[src/rtl/instr_sequencer_pkg.sv]
// Shared definitions for the tiny CPU core and its instruction sequencer.
package tt_cpu_pkg;

    localparam int IW = 6;
    localparam int AW = 4;

    typedef logic [IW-1:0] instr_t;

    localparam instr_t NOP = '0;

    typedef enum logic [1:0] {
        IDLE = 2'd0,
        LOAD = 2'd1,
        RUN  = 2'd2,
        HALT = 2'd3
    } seq_state_t;

endpackage

[src/rtl/instr_sequencer_prog_mem.sv]
// Program memory: register file with synchronous write and asynchronous read.
module prog_mem #(
    parameter int IW    = 6,
    parameter int AW    = 4,
    parameter int DEPTH = 16
) (
    input  logic          clk,
    input  logic          we,
    input  logic [AW-1:0] waddr,
    input  logic [IW-1:0] wdata,
    input  logic [AW-1:0] raddr,
    output logic [IW-1:0] rdata
);

    logic [IW-1:0] mem [DEPTH];

    // Write port; contents are intentionally not reset.
    always_ff @(posedge clk) begin
        if (we) mem[waddr] <= wdata;
    end

    assign rdata = mem[raddr];

endmodule

[src/rtl/instr_sequencer.sv]
// Instruction-feed stage: loads a program from the pins and plays it to the
// core one word per clock, following conditional jumps reported by the core.
module instr_sequencer
    import tt_cpu_pkg::*;
#(
    parameter int IW    = tt_cpu_pkg::IW,
    parameter int AW    = tt_cpu_pkg::AW,
    parameter int DEPTH = 16,
    parameter bit WRAP  = 1'b1
) (
    input  logic          clk,
    input  logic          rst,
    input  logic          load_start,
    input  logic          load_valid,
    input  logic          load_last,
    input  logic [IW-1:0] load_data,
    output logic          load_ready,
    input  logic          run_start,
    input  logic          stop,
    input  logic          cjump,
    input  logic [AW-1:0] jump_target,
    output logic [IW-1:0] instr,
    output logic [AW-1:0] pc,
    output logic          running,
    output logic          halted,
    output logic [AW:0]   prog_len
);

    localparam logic [AW:0] ONE_L = {{AW{1'b0}}, 1'b1};

    seq_state_t    state;
    logic [AW-1:0] wptr;
    logic [AW-1:0] raddr;
    logic [IW-1:0] rdata;
    logic          mem_we;
    logic          at_last;
    logic          jump_ok;
    logic [AW:0]   last_pc;

    assign mem_we  = (state == LOAD) && load_valid;
    assign last_pc = prog_len - ONE_L;
    assign at_last = ({1'b0, pc} == last_pc);
    assign jump_ok = ({1'b0, jump_target} < prog_len);

    prog_mem #(.IW(IW), .AW(AW), .DEPTH(DEPTH)) u_mem (
        .clk   (clk),
        .we    (mem_we),
        .waddr (wptr),
        .wdata (load_data),
        .raddr (raddr),
        .rdata (rdata)
    );

    // Address of the word that becomes instr next cycle; one shared read port.
    always_comb begin
        raddr = pc + AW'(1);
        if (state != RUN)   raddr = '0;
        else if (cjump)     raddr = jump_target;
        else if (at_last)   raddr = '0;
    end

    // Sequencer FSM with registered outputs.
    always_ff @(posedge clk) begin
        if (rst) begin
            state      <= IDLE;
            pc         <= '0;
            instr      <= NOP;
            running    <= 1'b0;
            halted     <= 1'b0;
            load_ready <= 1'b0;
            prog_len   <= '0;
            wptr       <= '0;
        end else begin
            case (state)
                IDLE: begin
                    if (load_start) begin
                        state      <= LOAD;
                        load_ready <= 1'b1;
                        wptr       <= '0;
                        prog_len   <= '0;
                    end else if (run_start && prog_len != '0) begin
                        state   <= RUN;
                        running <= 1'b1;
                        pc      <= '0;
                        instr   <= rdata;
                    end
                end
                LOAD: begin
                    if (load_valid) begin
                        wptr <= wptr + AW'(1);
                        // Full memory ends the load so nothing past DEPTH is written.
                        if (load_last || wptr == AW'(DEPTH - 1)) begin
                            state      <= IDLE;
                            load_ready <= 1'b0;
                            prog_len   <= {1'b0, wptr} + ONE_L;
                        end
                    end
                end
                RUN: begin
                    if (stop) begin
                        state   <= IDLE;
                        running <= 1'b0;
                        instr   <= NOP;
                    end else if (cjump) begin
                        if (jump_ok) begin
                            pc    <= jump_target;
                            instr <= rdata;
                        end else begin
                            state   <= HALT;
                            running <= 1'b0;
                            halted  <= 1'b1;
                            instr   <= NOP;
                        end
                    end else if (at_last) begin
                        if (WRAP) begin
                            pc    <= '0;
                            instr <= rdata;
                        end else begin
                            state   <= HALT;
                            running <= 1'b0;
                            halted  <= 1'b1;
                            instr   <= NOP;
                        end
                    end else begin
                        pc    <= pc + AW'(1);
                        instr <= rdata;
                    end
                end
                HALT: begin
                    instr <= NOP;
                    if (stop) begin
                        state  <= IDLE;
                        halted <= 1'b0;
                    end
                end
                default: state <= IDLE;
            endcase
        end
    end

endmodule

[config.mk]
export PLATFORM = sky130hd
export DESIGN_NAME = instr_sequencer
export DESIGN_NICKNAME = d
export VERILOG_FILES = /design/src/rtl/instr_sequencer_pkg.sv /design/src/rtl/instr_sequencer_prog_mem.sv /design/src/rtl/instr_sequencer.sv
export SDC_FILE = /design/constraint.sdc
export NUM_CORES = 1
export LEC_CHECK = 0
export ABC_AREA = 1
export ABC_CLOCK_PERIOD_IN_PS = 3610
export CAP_MARGIN = 20
export CELL_PAD_IN_SITES_DETAIL_PLACEMENT = 1
export CELL_PAD_IN_SITES_GLOBAL_PLACEMENT = 2
export CORE_ASPECT_RATIO = 1.2
export CORE_MARGIN = 2
export CORE_UTILIZATION = 43
export CTS_BUF_LIST = sky130_fd_sc_hd__clkbuf_8
export CTS_CLUSTER_DIAMETER = 150
export DETAILED_ROUTE_END_ITERATION = 12
export HOLD_SLACK_MARGIN = 0.06
export MAX_ROUTING_LAYER = met4
export PLACE_DENSITY = 0.86
export SLEW_MARGIN = 40
export SYNTH_ARGS = -nofsm -noshare
export SYNTH_HDL_FRONTEND = slang
export SYNTH_SLANG_ARGS = --single-unit
[constraint.sdc]
create_clock -name clk -period 3.61 [get_ports clk]
set_input_delay 0.722 -clock clk [delete_from_list [all_inputs] [get_ports clk]]
set_output_delay 0.722 -clock clk [all_outputs]
set_load 0.005 [all_outputs]
==> results.yml <==
grt:
  met3_usage_pct: 4.111
  grt_pass1_wl_mm: 24.58
  met2_usage_pct: 43.51
  antenna_found_initial: 0
  busiest_layer: "met2"
  met1_usage_pct: 29.94
  grt_overflow: 0
  grt_start_max_net_pins: 50
  first_global_vias: 4474
  grt_usage_pct: 25.19
cells_and_area:
  diodes: 0
  final_area_sq_mm: 0.006225
  fillers: 1367
  syn2layout_area_growth_pct: 15.56
  drive_gt1_share_pct: 9.231
  final_common_cell: "nand3_1"
  final_nets: 599
  layout_common_cells: "nand3_1, edfxtp_1, nand2_1"
detailed_routing:
  drt_wl_total_mm: 15.54
  via_per_inst: 5.542
  drt-pass1-iter-count: 5
  detail_route.iter0.violations: 298
  vias: 4134
  drc_errors: 0
  wl_per_cell_microns: 20.83
  ant_nets: 0
setup_path:
  cp.arrival_ns: 3.39
  cp_slowest_cell: "buf_4"
  crit_type: "flip-flop to flip-flop"
  crit_top_cell: "nand3_1"
  max_stage_delay_ns: 0.45
  path_max_fanout: 49
  endpoint_kind: "flip-flop"
  crit_required_ns: 3.94
  start_kind: "flip-flop"
  path_cells: "inv_2 > ha_1 > nand2_1 > inv_1 > nor2_1 > nand3_1 > nor2_1 > nand2_1 > nand2_2 > nand2_2 > nand2_2 > buf_4 > nand2_1 > nand3_1 > nand3_1 > nand3_1 > nand3_1 > a21oi_1"
synth:
  synth_top_cell_area_share_pct: 53.52
  ys_seq_area_share_pct: 62.44
  ys_types: 30
  synth_area_per_cell_sq_um: 10.09
  syn_inst: 534
  synth.net_count: 561
  netlist_area_sq_mm: 0.005386
  yosysWarnings: 0
  synth.largest_area_cell: "edfxtp_1"
  ys_ff_latch: 120
  netlist_top_cells_area: "edfxtp_1, nand3_1, dfxtp_1"
timing:
  fin_ws_ns: 0.5450
  setup_viol: 0
  period_needed_ns: 3.065
  clock_skew_ns: 0.01279
  slew_viol_final: 0
  hold_viol_final: 0
  fin_crit_sh_pct: 84.90
  relSlewSlack_pct: 48.15
  tns_ns: 0
  fmax_mhz: 326.3
  rsz0062_at_grt: "no"
  whs_ns: 0.4674
  worst_slew_pin_slew_ns: 0.7753
placement:
  place.gp.congestion: 0.8321
  io_buffers: 35
  dpl.hpwl_mm: 10.88
  post_dp_cell_area_sq_mm: 0.005868
  place_ws_ns: 0.3926
clocking:
  cts_max_level: 4
  cts.repair.resized: 0
  postCtsSetupBuffers: 0
  worstSkewPairLatency_ns: 0.42
  cts_root_buf: "clkbuf_8"
  cts_tree: "done"
  cts.clk_slew.worst_paths_ns: 0.07
  cts_hold_buf: 0
  cts_made_buffers: 17
  cts.sinks: 120
  cts.path.max_buffers: 2
die:
  start_util_pct: 44.27
  ios: 36
  dieArea_sq_mm: 0.01344
  fp.coreArea_sq_mm: 0.01217
  die_h_microns: 126.6
  fp-row-count: 44
  die_w_microns: 106.2
pwr:
  p_comb_share_pct: 33.3
  clkPwrFrac_pct: 26.0
  seqPwrFrac_pct: 40.7
  power_switching_share_pct: 36.48
  power_uw: 4260
  power.density_mw_per_mm2: 684.4
  p_switching_uw: 1554
  ir_drop_mv: 0.3158
  power.internal_uw: 2706
  leakagePower_uw: 0.002266
outcome:
  status: "finished clean"
flow_run:
  cap_violations: 0
min_path:
  hp-class: "flip-flop to flip-flop"
==> kinds of logic (layout without fill, tap and decap cells) <==
kind of cell / after synthesis / count (layout) / synth area share [%]
compound gates: 50 / 50 / 5.157
xor+xnor: 2 / 2 / 0.3253
fa+ha+maj: 9 / 9 / 2.091
buf+inv: 59 / 110 / 5.064
flops: 120 / 120 / 62.44
simple gates: 294 / 294 / 24.92
==> state kept, by name, indices dropped and copies added (netlist names) <==
name,count
prog_len,5
instr,6
state,2
u_mem.mem,96
halted,1
load_ready,1
pc,4
wptr,4
running,1
==> synth_stat cells, drive strengths merged <==
master	number
nand3	145
nand2	97
edfxtp	96
nor2	40
inv	36
a21oi	28
dfxtp	24
buf	21
o21ai	14
ha	9
nor3	6
a211oi	4
clkbuf	2
nand3b	2
nand4	2
o22ai	2
xor2	2
a221oi	1
nor4	1
o2111ai	1
or2	1
==> path summary, 6_finish.rpt <==
kind | from | endpoint | slack (ns) | cells past startpoint
setup reg to reg | prog_len[0]$_SDFFE_PP0P_ | instr[0]$_SDFFE_PP0P_ | 0.54 | 18
hold reg to reg | halted$_SDFFE_PP0P_ | halted$_SDFFE_PP0P_ | 0.47 | 2
setup / recovery | prog_len[0]$_SDFFE_PP0P_ | instr[0]$_SDFFE_PP0P_ | 0.54 | 18
hold / removal | halted$_SDFFE_PP0P_ | halted$_SDFFE_PP0P_ | 0.47 | 2
==> metrics by stage <==
stage | utilization, % | cells
final | 51.16 | 746
after global routing | 51.16 | 746
after CTS | 51.16 | 746
after detailed placement | 48.23 | 714
after global placement | 48.17 | 714
after floorplan | - | 534
==> power by group through the flow <==
stage / Combinational, uW / Sequential, uW / Clock (uW)
4_1_cts: 1440 / 1740 / 1120
6_report: 1420 / 1730 / 1110
3_3_place_gp: 1380 / 1760 / 0
3_5_place_dp: 1430 / 1760 / 0
5_1_grt: 1600 / 1750 / 1190
2_1_floorplan: 906 / 1730 / 0
==> metal layers <==
metal | share of wire [%] | vias to the layer above
li1 | - | 1959
met1 | 41 | 2070
met2 | 54 | 87
met3 | 3.1 | 18
met4 | 1.9 | 0
met5 | 0 | -
==> critical path: cells and delay by family, from the launching register on <==
kind	cells	cell delay, ns
buffers and inverters	3	0.57
adder cells (fa/ha/maj)	1	0.33
AO/OA/AOI/OAI	1	0.13
AND/OR/NAND/NOR	13	1.47
flip-flops	1	0.44
==> layout make-up <==
| class | count | area (sq um) | share of cell area, % |
|---|---|---|---|
| tap | 161 | 201.4 | 3.236 |
| clock inverter | 15 | 122.6 | 1.970 |
| timing repair buffer | 42 | 402.9 | 6.472 |
| sequential | 120 | 3363 | 54.03 |
| clock buffer | 17 | 234.0 | 3.759 |
| multi-input combinational | 355 | 1765 | 28.36 |
| inverter | 36 | 135.1 | 2.171 |
No activity file was read; power rests on OpenSTA's default activity.
